File: src/rtl/uart_rx.sv
// Purpose: 8N1 UART receiver with 16x oversampling and a single-entry valid/ready holding register.
// Latency: 2 clk input sync + 1 clk edge detect, then 152*DIV clk from start detection to rxValid/flags.
// Backpressure: a frame completing while rxValid is held without rxReady is dropped and raises sticky overrun.
//
// Ports:
//   clk        system clock, all logic on posedge
//   rst        asynchronous active-high reset; aborts any frame in flight with no flags
//   rx         serial line, idle high, asynchronous to clk
//   rxReady    consumer accepts the held byte when high together with rxValid
//   rxData     received byte, stable while rxValid is high
//   rxValid    holding register full
//   overrun    sticky; a good frame was dropped because the holding register was full
//   frameError one-clk pulse; stop bit sampled low, byte discarded
module uart_rx #(
    parameter int CLOCK_RATE = 50000000,
    parameter int BAUD_RATE  = 9600,
    parameter int OVERSAMPLE = 16
) (
    input  logic       clk,
    input  logic       rst,
    input  logic       rx,
    input  logic       rxReady,
    output logic [7:0] rxData,
    output logic       rxValid,
    output logic       overrun,
    output logic       frameError
);

    // Clocks per oversample tick; integer truncation is intentional. Must be >= 2.
    localparam int DIV = CLOCK_RATE / (BAUD_RATE * OVERSAMPLE);
    localparam int CW  = (DIV > 1) ? $clog2(DIV) : 1;
    localparam logic [CW-1:0] TICK_LAST = CW'(DIV - 1);

    // Tick positions within a bit period (16 ticks per bit).
    localparam logic [3:0] MID_BIT  = 4'd7;   // 8th tick after the start edge
    localparam logic [3:0] LAST_BIT = 4'd15;  // 16th tick after the previous sample

    typedef enum logic [1:0] {
        IDLE,
        START,
        DATA,
        STOP
    } rxState_t;

    rxState_t        state;
    logic            rxMeta;
    logic            rxSync;
    logic            rxPrev;
    logic            startEdge;
    logic            startDet;
    logic [CW-1:0]   tickCnt;
    logic            tick;
    logic [3:0]      sampleCnt;
    logic [2:0]      bitCnt;
    logic [7:0]      shiftReg;
    logic            consume;

    // ------------------------------------------------------------------
    // Input synchronizer and falling-edge detector. All three flops reset
    // high so an idle line produces no edge; a line held low through reset
    // release does produce one, and is then treated as a real start.
    // ------------------------------------------------------------------
    always_ff @(posedge clk or posedge rst) begin
        if (rst) begin
            rxMeta <= 1'b1;
            rxSync <= 1'b1;
            rxPrev <= 1'b1;
        end else begin
            rxMeta <= rx;
            rxSync <= rxMeta;
            rxPrev <= rxSync;
        end
    end

    assign startEdge = rxPrev & ~rxSync;
    assign startDet  = (state == IDLE) && startEdge;

    // ------------------------------------------------------------------
    // Oversample tick. Free-running, but re-phased to the start edge so the
    // mid-bit sample points are measured from the detected edge.
    // ------------------------------------------------------------------
    always_ff @(posedge clk or posedge rst) begin
        if (rst) begin
            tickCnt <= '0;
        end else if (startDet || tick) begin
            tickCnt <= '0;
        end else begin
            tickCnt <= tickCnt + CW'(1);
        end
    end

    assign tick = (tickCnt == TICK_LAST);

    // A held byte leaves the holding register on any edge where both are high.
    assign consume = rxValid & rxReady;

    // ------------------------------------------------------------------
    // Frame FSM with registered outputs.
    // ------------------------------------------------------------------
    always_ff @(posedge clk or posedge rst) begin
        if (rst) begin
            state      <= IDLE;
            sampleCnt  <= '0;
            bitCnt     <= '0;
            shiftReg   <= '0;
            rxData     <= '0;
            rxValid    <= 1'b0;
            overrun    <= 1'b0;
            frameError <= 1'b0;
        end else begin
            frameError <= 1'b0;

            // Consumption; a frame completing in this same cycle overrides
            // rxValid below, so the new byte is kept and no overrun occurs.
            if (consume) begin
                rxValid <= 1'b0;
                overrun <= 1'b0;
            end

            case (state)
                IDLE: begin
                    if (startEdge) begin
                        state     <= START;
                        sampleCnt <= '0;
                    end
                end

                START: begin
                    if (tick) begin
                        if (sampleCnt == MID_BIT) begin
                            sampleCnt <= '0;
                            if (!rxSync) begin
                                state  <= DATA;
                                bitCnt <= '0;
                            end else begin
                                // Line went back high before mid-bit: a glitch.
                                state <= IDLE;
                            end
                        end else begin
                            sampleCnt <= sampleCnt + 4'd1;
                        end
                    end
                end

                DATA: begin
                    if (tick) begin
                        // The 4-bit counter wraps 15 -> 0 on each sample, which
                        // is also the clear required on the DATA -> STOP move.
                        sampleCnt <= sampleCnt + 4'd1;
                        if (sampleCnt == LAST_BIT) begin
                            // Right shift: first bit on the line ends up in bit 0.
                            shiftReg <= {rxSync, shiftReg[7:1]};
                            bitCnt   <= bitCnt + 3'd1;
                            if (bitCnt == 3'd7) begin
                                state <= STOP;
                            end
                        end
                    end
                end

                STOP: begin
                    if (tick) begin
                        if (sampleCnt == LAST_BIT) begin
                            state     <= IDLE;
                            sampleCnt <= '0;
                            if (rxSync) begin
                                if (!rxValid || rxReady) begin
                                    rxData  <= shiftReg;
                                    rxValid <= 1'b1;
                                end else begin
                                    overrun <= 1'b1;
                                end
                            end else begin
                                frameError <= 1'b1;
                            end
                        end else begin
                            sampleCnt <= sampleCnt + 4'd1;
                        end
                    end
                end

                default: begin
                    state <= IDLE;
                end
            endcase
        end
    end

endmodule

File: config.mk
export PLATFORM = sky130hd
export DESIGN_NAME = uart_rx
export DESIGN_NICKNAME = d
export VERILOG_FILES = /design/src/rtl/uart_rx.sv
export SDC_FILE = /design/constraint.sdc
export NUM_CORES = 1
export LEC_CHECK = 0
export CAP_MARGIN = 20
export CORE_UTILIZATION = 25
export DETAILED_ROUTE_END_ITERATION = 7
export SETUP_SLACK_MARGIN = 0.15
export SLEW_MARGIN = 40
export SYNTH_ARGS = -nofsm -noshare
export SYNTH_HDL_FRONTEND = slang
export SYNTH_SLANG_ARGS = --single-unit
export TNS_END_PERCENT = 1
File: constraint.sdc
create_clock -name clk -period 2.4 [get_ports clk]
set_input_delay 0.6 -clock clk [delete_from_list [all_inputs] [get_ports clk]]
set_output_delay 0.6 -clock clk [all_outputs]
set_load 0.02 [all_outputs]
Yosys cells after proc, flatten, opt, wreduce, memory -nomap -nowiden --
Index checks and enable logic that the tools add are counted.
Word-level totals: logic and storage cells 85, input port bits 4, bits in registers 40, output and inout bits 11
Operators by class: $add $sub $neg 3, mux-type cells 40, reduce and logical (&&, ||, !) cells 11, equal/unequal tests 16, bitwise logic cells 3
Operators with widths (count):
- $mux 4 | 6
- $mux 2 | 9
- $ne 2x2->1 const B | 9
- $mux 1 | 16
- $pmux 4 s4 | 1
- $mux 3 | 5
- $add 9x1->9 const B | 1
- $eq 9x9->1 const B | 1
- $mux 9 | 1
- $pmux 2 s4 | 1
- $reduce_and 8->1 | 1
- $pmux 3 s2 | 1
- $reduce_and 6->1 | 1
- $reduce_and 5->1 | 1
- $add 4x1->4 const B | 1
- $eq 2x2->1 const B | 2
- $eq 4x3->1 const B | 1
- $eq 4x4->1 const B | 1
- $reduce_and 4->1 | 1
- $add 3x1->3 const B | 1
- $eq 3x3->1 const B | 1
- $reduce_and 3->1 | 1
- $and 1x1->1 | 2
- $eq 2x1->1 const B | 1
- other kinds (6) | 7

Longest topological paths before layout --
Gate-level depths: netlist of run 1.
word-level depth 7, mapped depth 7, mapped depth without buffers 6

Worst setup path after synthesis of run 1 --
OpenSTA, ideal clock, no wires.
path kind register -> register, from register tickCnt[0], to register shiftReg[0], cell stages (with the launch flop) 8, data required time 2.275 ns, data arrival time 1.731 ns, period minus slack after synthesis 1.856 ns, slack 0.544 ns, cell sequence dfrtp_1 > inv_1 > ha_1 > and4b_1 > nand2_1 > buf_6 > nor3_4 > mux2_2
On the way: word-level cells in the longest chain between the ends 2
Ends and longest elaborated chain:
- start: declaration | line 51 | logic [CW-1:0] tickCnt;
- start signal: assignment | line 88 | tickCnt <= tickCnt + CW'(1);
- $eq 9x9->1 | line 92 | assign tick = (tickCnt == TICK_LAST);
- $reduce_and 3->1 (no line)
- end signal: assignment | line 152 | shiftReg <= {rxSync, shiftReg[7:1]};
- end: declaration | line 55 | logic [7:0] shiftReg;
Every way passes these cells. A chain may end at the register's enable or synchronous reset.

Worst setup path in the final report of run 1 --
from register tickCnt[0], to register rxData[7]
On the way: word-level cells in the longest chain between the ends 2
Ends and longest elaborated chain:
- $eq 9x9->1 | line 92
- $reduce_and 5->1 (no line)
- end signal: assignment | line 168 | rxData <= shiftReg;
- end: declaration | line 23 | output logic [7:0] rxData,
Every way passes these cells.

==> reports/metrics.yaml, run 1 <==
min-delay-start: "rxMeta"
hold_viol: 0
r2r-start: "tickCnt[0]"
setup.worst_path.start_class: "flop"
grt_pass1_vias: 1148
finalPower_mw: 1.49
row_count: 30
grt.busiest_layer: "met2"
syn-num-nets: 160
fp.dieW_um: 87.5
ys_seq_elements: 40
grt_first_pass_wirelength_um: 5460
cts_tree: "done"
dr.pass1.iters: 4
ant_nets: 0
use_met3_pct: 2.84
port_buffers: 14
hold_class: "flop to flop"
fin_skew_ns: 0.00605
cts_sinks: 40
path_max_fanout: 8
syn_area_per_cell_um2: 12.1
drt-total-wl_um: 3130
h-tree-depth: 2
synth_top_area_share_pct: 50.7
tns_ns: 0
slew_headroom_pct: 66.5
antenna_found_initial: 0
crit_required_ns: 2.57
drive_gt1_share_pct: 20.6
grt-ovfl-total: 0
r2r_setup_slack_ns: 0.32
use_met1_pct: 11.8
vias: 1147
areaGrowthSynthToFinish_pct: 18.3
clk_latency_ns: 0.29
min_period_ns: 2.08
cts_resized: 0
status: "finished clean"
start_util_pct: 26.3
max_cap_viol_count: 0
die_y_um: 87.5
use_met2_pct: 14.8
vdd_drop_max_uv: 357
diodes: 0
critPathKind: "flop to flop"
yosys.area.top_type: "dfrtp_1"
fin_nets: 178
setup_viol: 0
reg2reg_depth: 6
wl_per_cell_um: 11.8
synth.area.top_cells: "dfrtp_1, mux2_2, dfstp_2, ha_1, xor2_1"
clock_path_buffers: 2
synthFlopType: "dfrtp_1"
synth_warnings: 0
worstMarginPinSlew_ns: 0.503
cp.arrival_ns: 2.26
drc: 0
postCtsSetupBuffers: 0
power-per-cell-area_nw_per_um2: 690
synth.distinct_cells: 39
async_reset_ff_share_pct: 100
grt_max_degree: 41
p_leak_nw: 1.02
fmax_ghz: 0.480
netlist_area_um2: 1830
cts_root_buf: "clkbuf_8"
cts_hold_buf: 0
rsz0062_at_grt: "false"
ys_seq_area_share_pct: 55.0
routed_via_density: 4.31
finalCritPeriodShare_pct: 86.8
dieArea_um2: 7660
worst_slack_ns: 0.317
cp-end-kind: "flop"
core_um2: 6940
gp_congestion: 0.780
clk_pin_slew_ns: 0.07
hold_end: "rxSync"
dp_slack_ns: 0.183
synth_edf_count: 0
cts_buffers: 5
r2r_end: "rxData[7]"
min_delay_path_depth: 0
io-pin-count: 15
grt_usage_pct: 9.34
drv_slew: 0
synth_cells: 151
dp_hpwl_um: 2160
drtIter0Drc: 65
==> power breakdown <==
group          internal, mW  total (mW)  switching (mW)
logic                0.0936       0.205           0.112
registers             0.736       0.832          0.0951
clock network         0.234       0.456           0.221
total                  1.06        1.49           0.428
==> layout by cell type (no fill, tap or decap), types with 2 or more instances in the layout <==
master           count
and3_1               2
buf_4                2
clkbuf_1             2
clkbuf_8             6
clkdlybuf4s50_1     14
dfrtp_1             37
dfstp_2              3
ha_1                 5
inv_1                7
mux2_2              19
mux2i_1              2
nand2_1             10
nand3_1              7
nand4_1              3
nor2_1              13
nor2b_1              2
nor3_1               5
nor3_4               2
o21ai_0              2
o31ai_1              2
or2_2                2
xor2_1               6
==> critical path: stages (launching register included) <==
cell     delay (ns)
dfrtp_1        0.44
inv_1          0.09
ha_1           0.14
and4b_1        0.25
nand2_1        0.20
nor3_4         0.46
mux2_2         0.38
==> how the worst max path moves through the flow <==
stage / start / end / slack (ns) / cells past startpoint
finish: tickCnt[0] / rxData[7] / 0.32 / 6
global route: tickCnt[0] / rxData[2] / 0.17 / 6
CTS: tickCnt[0] / rxData[7] / 0.28 / 6
detailed placement: rxReady / rxData[7] / 0.18 / 5
global placement: rxReady / rxData[0] / 0.20 / 5
floorplan: tickCnt[0] / shiftReg[0] / 0.54 / 7
==> routing by layer <==
metal	wire length (µm)	part of all wire [%]	vias up
met5	0	0	-
met4	59	1.9	0
met3	82	2.6	5
met2	1470	47	13
met1	1510	48	567
li1	-	-	562
==> cell usage after synthesis, types with 3 or more instances <==
cell     count
mux2_2      19
dfstp_2      3
inv_1        7
nand3_1      7
nand2_1     10
xor2_1       6
dfrtp_1     37
nor3_1       5
ha_1         5
nor2_1      13
nand4_1      3
==> logic make-up (layout without fill, tap and decap cells) <==
group	after synthesis	count (layout)	share of synthesized area, %
and+or+nand+nor	54	54	17.3
DFF	40	40	55.0
muxes	22	22	13.4
buffers and inverters	12	31	3.08
AOI/OAI and AO/OA	11	11	4.45
xor gates and xnor gates	7	7	3.35
adders and majority gates	5	5	3.42
==> sequential cells by signal, indices dropped and copies added, names as in the netlist, named ones only <==
register    cells
overrun         1
sampleCnt       4
rxSync          1
bitCnt          3
rxData          8
frameError      1
rxMeta          1
rxPrev          1
state           1
tickCnt         9
rxValid         1
shiftReg        8
==> stage by stage <==
step | cells | hold slack (ns) | area, µm² | util (%)
2_1_floorplan | 151 | 0.345 | 1830 | -
3_3_place_gp | 258 | 0.346 | 2070 | 29.9
3_5_place_dp | 258 | 0.352 | 2070 | 29.9
4_1_cts | 266 | 0.366 | 2160 | 31.2
5_1_grt | 266 | 0.373 | 2160 | 31.2
6_report | 266 | 0.365 | 2160 | 31.2
==> final cells by class <==
type / count / area [µm²]
fillers: 718 / 4780
flip-flops and latches: 40 / 1000
multi-input cells: 99 / 767
repair buffers: 16 / 155
well taps: 96 / 120
clock buffers: 8 / 90.1
inverters: 7 / 26.3
Power figures use the tool's default switching activity.
==> inputs of run 2 (changes only) <==
==> constraint.sdc (replaced) <==
create_clock -name clk -period 2.4 [get_ports clk]
set_input_delay 0.48 -clock clk [delete_from_list [all_inputs] [get_ports clk]]
set_output_delay 0.48 -clock clk [all_outputs]
set_load 0.02 [all_outputs]
==> reports/metrics.yaml, run 2 (synthesis results as in run 1) <==
top_register: "tickCnt"
drtIter0Drc: 60
hold_class: "flop to flop"
h-tree-depth: 2
worstMarginPinSlew_ns: 0.493
power-per-cell-area_nw_per_um2: 724
r2r_setup_slack_ns: 0.32
layout_commonest_cell: "dfrtp_1"
gp_congestion: 0.837
critical_path_buf_inv_count: 1
fin_skew_ns: 0.00701
grt_first_pass_wirelength_um: 5580
cts_root_buf: "clkbuf_8"
cp_top_family: "simple AND/OR/NAND/NOR gates"
dieArea_um2: 7660
hold_viol: 0
reg_top3: "tickCnt: 9 flops, rxData: 8 flops, shiftReg: 8 flops"
areaGrowthSynthToFinish_pct: 19.3
rsz0062_at_grt: "false"
cp-end-kind: "flop"
slowest_delay_ns: 0.48
row_count: 30
cts_hold_buf: 0
clock_path_buffers: 2
vias: 1156
finalPower_mw: 1.58
routed_via_density: 4.35
grt_pass1_vias: 1177
dp_hpwl_um: 2240
grt_usage_pct: 9.48
io-pin-count: 15
postCtsSetupBuffers: 0
cp.arrival_ns: 2.26
port_buffers: 14
dr.pass1.iters: 4
grt_max_degree: 41
min_period_ns: 2.08
cts_tree: "done"
path_max_fanout: 8
critPathKind: "flop to flop"
setup.worst_path.start_class: "flop"
wl_per_cell_um: 11.9
antenna_found_initial: 0
final_cell_mix: "dfrtp_1, mux2_2, clkdlybuf4s50_1"
slew_headroom_pct: 67.1
fp.dieW_um: 87.5
clk_pin_slew_ns: 0.07
vdd_drop_max_uv: 493
path_cells: "inv_1 > ha_1 > and4b_1 > nand2_1 > nor3_4 > mux2_2"
drv_slew: 0
fmax_ghz: 0.481
start_util_pct: 26.3
diodes: 0
setup_viol: 0
crit_required_ns: 2.58
ant_nets: 0
drc: 0
cp_slowest_cell: "nor3_4"
tns_ns: 0
drt-total-wl_um: 3180
cts_buffers: 5
p_leak_nw: 1.03
cts_resized: 0
drive_gt1_share_pct: 21.2
core_um2: 6940
largest_reg_flops: 9
max_cap_viol_count: 0
clk_latency_ns: 0.29
finalCritPeriodShare_pct: 86.6
cts_sinks: 40
grt-ovfl-total: 0
die_y_um: 87.5
status: "finished clean"
fin_nets: 178
-- run 2: power breakdown --
part	internal (mW)	switching [mW]	total, mW
clock network	0.309	0.233	0.541
logic	0.0931	0.114	0.207
registers	0.736	0.0950	0.831
-- run 2: layout make-up --
| cell class | instances | area [µm²] |
|---|---|---|
| Fill cell | 698 | 4760 |
| Sequential cell | 40 | 1000 |
| Tap cell | 96 | 120 |
| Clock buffer | 6 | 72.6 |
| Clock inverter | 2 | 35.0 |
| Timing Repair Buffer | 16 | 155 |
| Inverter | 7 | 26.3 |
| Multi-Input combinational cell | 99 | 767 |
-- run 2: per-layer routing --
metal | GRT usage [%] | wire length (µm) | vias to the layer above
li1 | - | - | 567
met1 | 10.9 | 1500 | 571
met2 | 16.1 | 1510 | 12
met3 | 2.94 | 95 | 6
met4 | 4.47 | 65 | 0
met5 | 0 | 0 | -
-- run 2: per-stage QoR --
| step | worst slack (ns) | std cells | cell area [µm²] | util [%] | hold slack (ns) |
|---|---|---|---|---|---|
| floorplan | 0.544 | 151 | 1830 | - | 0.345 |
| global placement | 0.331 | 258 | 2070 | 29.9 | 0.347 |
| detailed placement | 0.272 | 258 | 2070 | 29.9 | 0.349 |
| CTS | 0.274 | 266 | 2180 | 31.4 | 0.354 |
| global route | 0.152 | 266 | 2180 | 31.4 | 0.356 |
| finish | 0.322 | 266 | 2180 | 31.4 | 0.353 |
-- run 2: path summary, 6_finish.rpt --
path | cells after the start | start | to
max in group asynchronous | 3 | rst | rxMeta
max reg2reg | 6 | tickCnt[0] | rxData[6]
min | 0 | rxMeta | rxSync
min in group asynchronous | 3 | rst | shiftReg[5]
min reg2reg | 0 | rxMeta | rxSync
max | 6 | tickCnt[0] | rxData[6]
-- run 2: worst register-to-register path, stage by stage, from the launching register on --
cell	delay [ns]
dfrtp_1	0.44
inv_1	0.08
ha_1	0.13
and4b_1	0.24
nand2_1	0.20
nor3_4	0.48
mux2_2	0.39
